File: config.mk
export PLATFORM = sky130hd
export DESIGN_NAME = ifu_prefetch
export DESIGN_NICKNAME = d
export VERILOG_FILES = /design/src/rtl/ifu_pkg.sv /design/src/rtl/ifu_fifo.sv /design/src/rtl/ifu_prefetch.sv
export SDC_FILE = /design/constraint.sdc
export NUM_CORES = 1
export LEC_CHECK = 0
export CORE_AREA = 5 5 107 109
export CTS_CLUSTER_SIZE = 8
export DETAILED_ROUTE_END_ITERATION = 8
export DIE_AREA = 0 0 112 114
export PLACE_DENSITY = 0.77
export SLEW_MARGIN = 20
export SYNTH_ARGS = -nofsm -noshare
export SYNTH_HDL_FRONTEND = slang
export SYNTH_SLANG_ARGS = --single-unit
File: constraint.sdc
create_clock -name clk -period 5.9 [get_ports clk]
set_clock_uncertainty 0.2 [all_clocks]
set_input_delay 0.885 -clock clk [delete_from_list [all_inputs] [get_ports clk]]
set_output_delay 0.885 -clock clk [all_outputs]
set_load 0.1 [all_outputs]
File: src/rtl/ifu_pkg.sv
// ifu_pkg: default parameters and FIFO entry layout shared by the fetch unit
package ifu_pkg;
    localparam int IFU_DATA_W = 16;
    localparam int IFU_ADDR_W = 8;
    localparam int IFU_DEPTH  = 4;
    typedef struct packed {
        logic [IFU_DATA_W-1:0] instr;
        logic [IFU_ADDR_W-1:0] pc;
    } ifu_entry_t;
endpackage

File: src/rtl/ifu_fifo.sv
// ifu_fifo: synchronous FIFO with flush overriding push/pop, head exposed combinationally
module ifu_fifo import ifu_pkg::*; #(
    parameter int W     = IFU_DATA_W + IFU_ADDR_W,
    parameter int DEPTH = IFU_DEPTH
) (
    input  logic                     clk,
    input  logic                     rst,
    input  logic                     push_i,
    input  logic                     pop_i,
    input  logic                     flush_i,
    input  logic [W-1:0]             data_i,
    output logic [$clog2(DEPTH):0]   count_o,
    output logic [W-1:0]             head_o
);
    localparam int AW = $clog2(DEPTH);
    localparam int CW = AW + 1;
    logic [W-1:0]  mem_q [DEPTH];
    logic [AW-1:0] rd_q, wr_q;
    logic [CW-1:0] cnt_q;
    always_ff @(posedge clk) begin
        if (!rst) begin
            for (int i = 0; i < DEPTH; i++) mem_q[i] <= '0;
            rd_q  <= '0;
            wr_q  <= '0;
            cnt_q <= '0;
        end else if (flush_i) begin
            rd_q  <= '0;
            wr_q  <= '0;
            cnt_q <= '0;
        end else begin
            if (push_i) begin
                mem_q[wr_q] <= data_i;
                wr_q        <= wr_q + AW'(1);
            end
            if (pop_i) rd_q <= rd_q + AW'(1);
            cnt_q <= cnt_q + CW'(push_i) - CW'(pop_i);
        end
    end
    assign count_o = cnt_q;
    assign head_o  = mem_q[rd_q];
endmodule

File: src/rtl/ifu_prefetch.sv
// ifu_prefetch: sequential fetch into a prefetch FIFO with redirect flush
// IFU_PERF_CNT_EN adds the fetch_count handshake counter
module ifu_prefetch import ifu_pkg::*; #(
    parameter int DATA_W   = IFU_DATA_W,
    parameter int ADDR_W   = IFU_ADDR_W,
    parameter int DEPTH    = IFU_DEPTH,
    parameter int PC_STEP  = 1,
    parameter int RESET_PC = 0
) (
    input  logic              clk,
    input  logic              rst,
    output logic              imem_req,
    output logic [ADDR_W-1:0] imem_addr,
    input  logic [DATA_W-1:0] imem_rdata,
    input  logic              redirect_valid,
    input  logic [ADDR_W-1:0] redirect_pc,
    output logic              instr_valid,
    input  logic              instr_ready,
    output logic [DATA_W-1:0] instr,
    output logic [ADDR_W-1:0] instr_pc
`ifdef IFU_PERF_CNT_EN
    ,
    output logic [31:0]       fetch_count
`endif
);
    localparam int CW = $clog2(DEPTH) + 1;
    logic [ADDR_W-1:0]        pc_q, inflight_pc_q;
    logic                     inflight_q;
    logic [CW-1:0]            count;
    logic [DATA_W+ADDR_W-1:0] head;
    logic                     pop, push;
    // counting the in-flight slot guarantees a return always finds room
    assign imem_req    = rst && !redirect_valid && (count + CW'(inflight_q) < CW'(DEPTH));
    assign imem_addr   = pc_q;
    assign instr_valid = count != '0;
    assign pop         = instr_valid && instr_ready;
    assign push        = inflight_q && !redirect_valid;
    assign {instr, instr_pc} = head;
    ifu_fifo #(.W(DATA_W + ADDR_W), .DEPTH(DEPTH)) u_fifo (
        .clk     (clk),
        .rst     (rst),
        .push_i  (push),
        .pop_i   (pop),
        .flush_i (redirect_valid),
        .data_i  ({imem_rdata, inflight_pc_q}),
        .count_o (count),
        .head_o  (head)
    );
    always_ff @(posedge clk) begin
        if (!rst) begin
            pc_q          <= ADDR_W'(RESET_PC);
            inflight_pc_q <= '0;
            inflight_q    <= 1'b0;
        end else begin
            inflight_q <= imem_req;
            if (redirect_valid) begin
                pc_q <= redirect_pc;
            end else if (imem_req) begin
                pc_q          <= pc_q + ADDR_W'(PC_STEP);
                inflight_pc_q <= pc_q;
            end
        end
    end
`ifdef IFU_PERF_CNT_EN
    logic [31:0] fetch_count_q;
    always_ff @(posedge clk) begin
        if (!rst) fetch_count_q <= '0;
        else if (pop) fetch_count_q <= fetch_count_q + 32'd1;
    end
    assign fetch_count = fetch_count_q;
`endif
endmodule

==> impl_metrics.py <==
metrics = {
    "outcome": {
        "status": "complete, no violations",
    },
    "timing": {
        "fin_ws_ps": 1730,
        "hold_viol": 0,
        "slew_violations": 0,
        "relSlewSlack_pct": 34.0,
        "period_needed_ps": 4170,
        "fin_tns_setup_ps": 0,
        "setup_viol": 0,
        "max_freq_ghz": 0.240,
        "rsz0062_at_grt": "no",
        "period_share_pct": 70.7,
        "worst_pin_slew_ps": 987,
    },
    "run": {
        "maxCapViolCount": 0,
    },
    "power": {
        "p_seq_share_pct": 44.8,
        "p_comb_share_pct": 11.4,
        "p_sw_share_pct": 24.7,
        "leakage_nw": 2.55,
        "ir_worst_vdd_mv": 0.163,
        "p_int_mw": 1.65,
        "p_per_area_nw_per_um2": 332,
        "switchingPower_mw": 0.541,
        "p_clk_share_pct": 43.9,
    },
    "worst_setup_path": {
        "cpPeakStageDelay_ps": 990,
        "required_ps": 4820,
        "crit_arrival_ps": 3080,
        "cp_slowest_cell": "clkdlybuf4s50_1",
        "cp_cell_sequence": "mux4_2 -> clkdlybuf4s50_1",
        "start_kind": "flop",
        "crit_fanout": 24,
        "cp_top_family": "buffers and inverters",
        "path_class": "flop to primary output",
        "crit_buf_inv": 1,
        "endpoint_kind": "primary output",
        "r2r_start": "inflight_q$_SDFF_PN0_",
    },
    "global_routing": {
        "grt_use_met3_pct": 4.93,
        "grt_pass1_wl_um": 18300,
        "gr-total-overflow": 0,
        "antenna_found_initial": 0,
        "use_met1_pct": 22.6,
        "use_met2_pct": 33.4,
        "track_usage_pct": 18.9,
        "top_usage_layer": "met2",
        "grt_max_degree": 33,
        "grt_pass1_vias": 3506,
    },
    "logic_synthesis": {
        "synth_ff_type": "edfxtp_1",
        "synth-seq-area-share_pct": 64.4,
        "synth_nets": 412,
        "ys_types": 34,
        "syn-instance-count": 380,
        "synth_edf_count": 96,
        "async_reset_ff_share_pct": 0,
        "synth_warnings": 0,
        "syn_area_per_cell_sq_um": 13.9,
        "syn-cell-area_sq_um": 5280,
        "synth-seq-cells": 122,
    },
    "die": {
        "io_pins": 62,
        "die_w_um": 112,
        "placementRows": 38,
        "initial_core_util_pct": 50.3,
        "die_h_um": 114,
        "core_sq_um": 10500,
        "floorplan.die_area_sq_um": 12800,
    },
    "worst_hold_path": {
        "worstHoldPathType": "flop to flop",
        "hold_start": "u_fifo.rd_q[1]$_SDFFE_PP0P_",
    },
    "drt": {
        "vias": 3214,
        "drc": 0,
        "drt_iter0_drc": 250,
        "drt.antenna.violating_nets": 0,
        "finalWirelength_um": 11300,
        "viasPerCell": 5.39,
        "drt_pass1_iterations": 4,
        "wire_per_inst_um": 18.9,
    },
    "clocking": {
        "clkLatencyLatePin_ps": 510,
        "h-tree-depth": 4,
        "cts_tree": "done",
        "cts_buffers": 17,
        "root_buffer": "clkbuf_8",
        "postCtsSetupBuffers": 0,
        "cts.path.max_buffers": 2,
        "clock_sinks": 122,
        "clkSlewWorstSetupHoldPaths_ps": 60,
        "post_cts_resized": 0,
        "cts-hold-fix-buffers": 0,
    },
    "final_layout": {
        "drive_above_1_share_pct": 15.4,
        "n_antenna_cell": 0,
        "synthToLayoutAreaGrowth_pct": 25.2,
        "design_area_sq_um": 6610,
        "final_common_cell": "edfxtp_1",
        "fin_nets": 475,
        "mostFrequentLayoutCells": "96 x edfxtp_1, 60 x clkdlybuf4s50_1, 56 x and2_1",
        "instances_no_fill": 596,
    },
    "placed_design": {
        "place_inst": 564,
        "portBuffers": 61,
        "placedInstanceArea_sq_um": 6040,
        "gp_congestion": 0.821,
        "hpwl_um": 7010,
        "post-place-ws_ps": 1860,
    },
}
-- area by class of cell --
| cell class | count | area [sq um] |
|---|---|---|
| inverter | 17 | 63.8 |
| fill | 783 | 3900 |
| multi-input combinational | 216 | 1730 |
| clock inverter | 6 | 31.3 |
| tap | 140 | 175 |
| clock buffer | 26 | 541 |
| timing repair buffer | 69 | 668 |
| sequential | 122 | 3400 |
-- per-stage QoR --
stage	power, mW	hold slack, ps	util [%]
after global placement	1.25	307	57.4
final	2.20	340	62.9
after CTS	2.21	346	62.9
after global routing	2.27	387	62.9
after detailed placement	1.25	322	57.4
after floorplan	1.17	278	-
-- worst paths after layout --
| kind | cells past startpoint | slack (ps) | end |
|---|---|---|---|
| max | 2 | 1730 | instr_pc[1] |
| min | 2 | 340 | u_fifo.rd_q[1]$_SDFFE_PP0P_ |
| max reg2reg | 5 | 2950 | u_fifo.mem_q[2][12]$_SDFFCE_PN0P_ |
| min reg2reg | 2 | 340 | u_fifo.rd_q[1]$_SDFFE_PP0P_ |
-- worst register-to-register path: stages, from the launching register on --
cell	delay (ps)
dfxtp_1	390
nor2b_1	690
buf_4	310
inv_1	70
o21ai_2	640
buf_4	350
-- sequential cells by signal (all words and copies together) (netlist names), named ones only --
register        flops
u_fifo.mem_q       96
imem_addr           8
inflight_pc_q       8
u_fifo.count_o      3
u_fifo.rd_q         2
u_fifo.wr_q         2
inflight_q          1
-- synthesized netlist by cell type (5+ instances only) --
cell type | n | area (sq um)
a31oi_1 | 5 | 31.3
and2_1 | 56 | 350
and3_1 | 20 | 125
clkbuf_1 | 19 | 71.3
dfxtp_1 | 26 | 521
edfxtp_1 | 96 | 2880
inv_1 | 17 | 63.8
mux2i_1 | 8 | 80.1
mux4_2 | 24 | 541
nand2_1 | 22 | 82.6
nor2_1 | 31 | 116
nor3_1 | 5 | 25.0
o21ai_0 | 6 | 30.0
xnor2_1 | 6 | 52.6
-- power by group through the flow --
stage                     Clock [mW]  Sequential [mW]  Combinational, mW
after floorplan                    0             1.02              0.152
after global placement             0            0.998              0.248
after detailed placement           0             1.00              0.250
after CTS                      0.975            0.983              0.251
after global routing            1.02            0.987              0.261
final                          0.963            0.983              0.249
-- layer usage --
metal	vias to the layer above	routed length [um]
met5	-	0
met4	0	106
met3	8	550
met2	90	6080
met1	1620	4520
li1	1496	-
-- kinds of logic after synthesis --
family	share of synthesized area, %
buf+inv	3.20
fa+ha+maj	1.09
mux	12.0
simple gates	15.4
flops	64.4
compound gates	2.32
xor+xnor	1.49
Note: power is estimated with default switching activity, not from simulation.
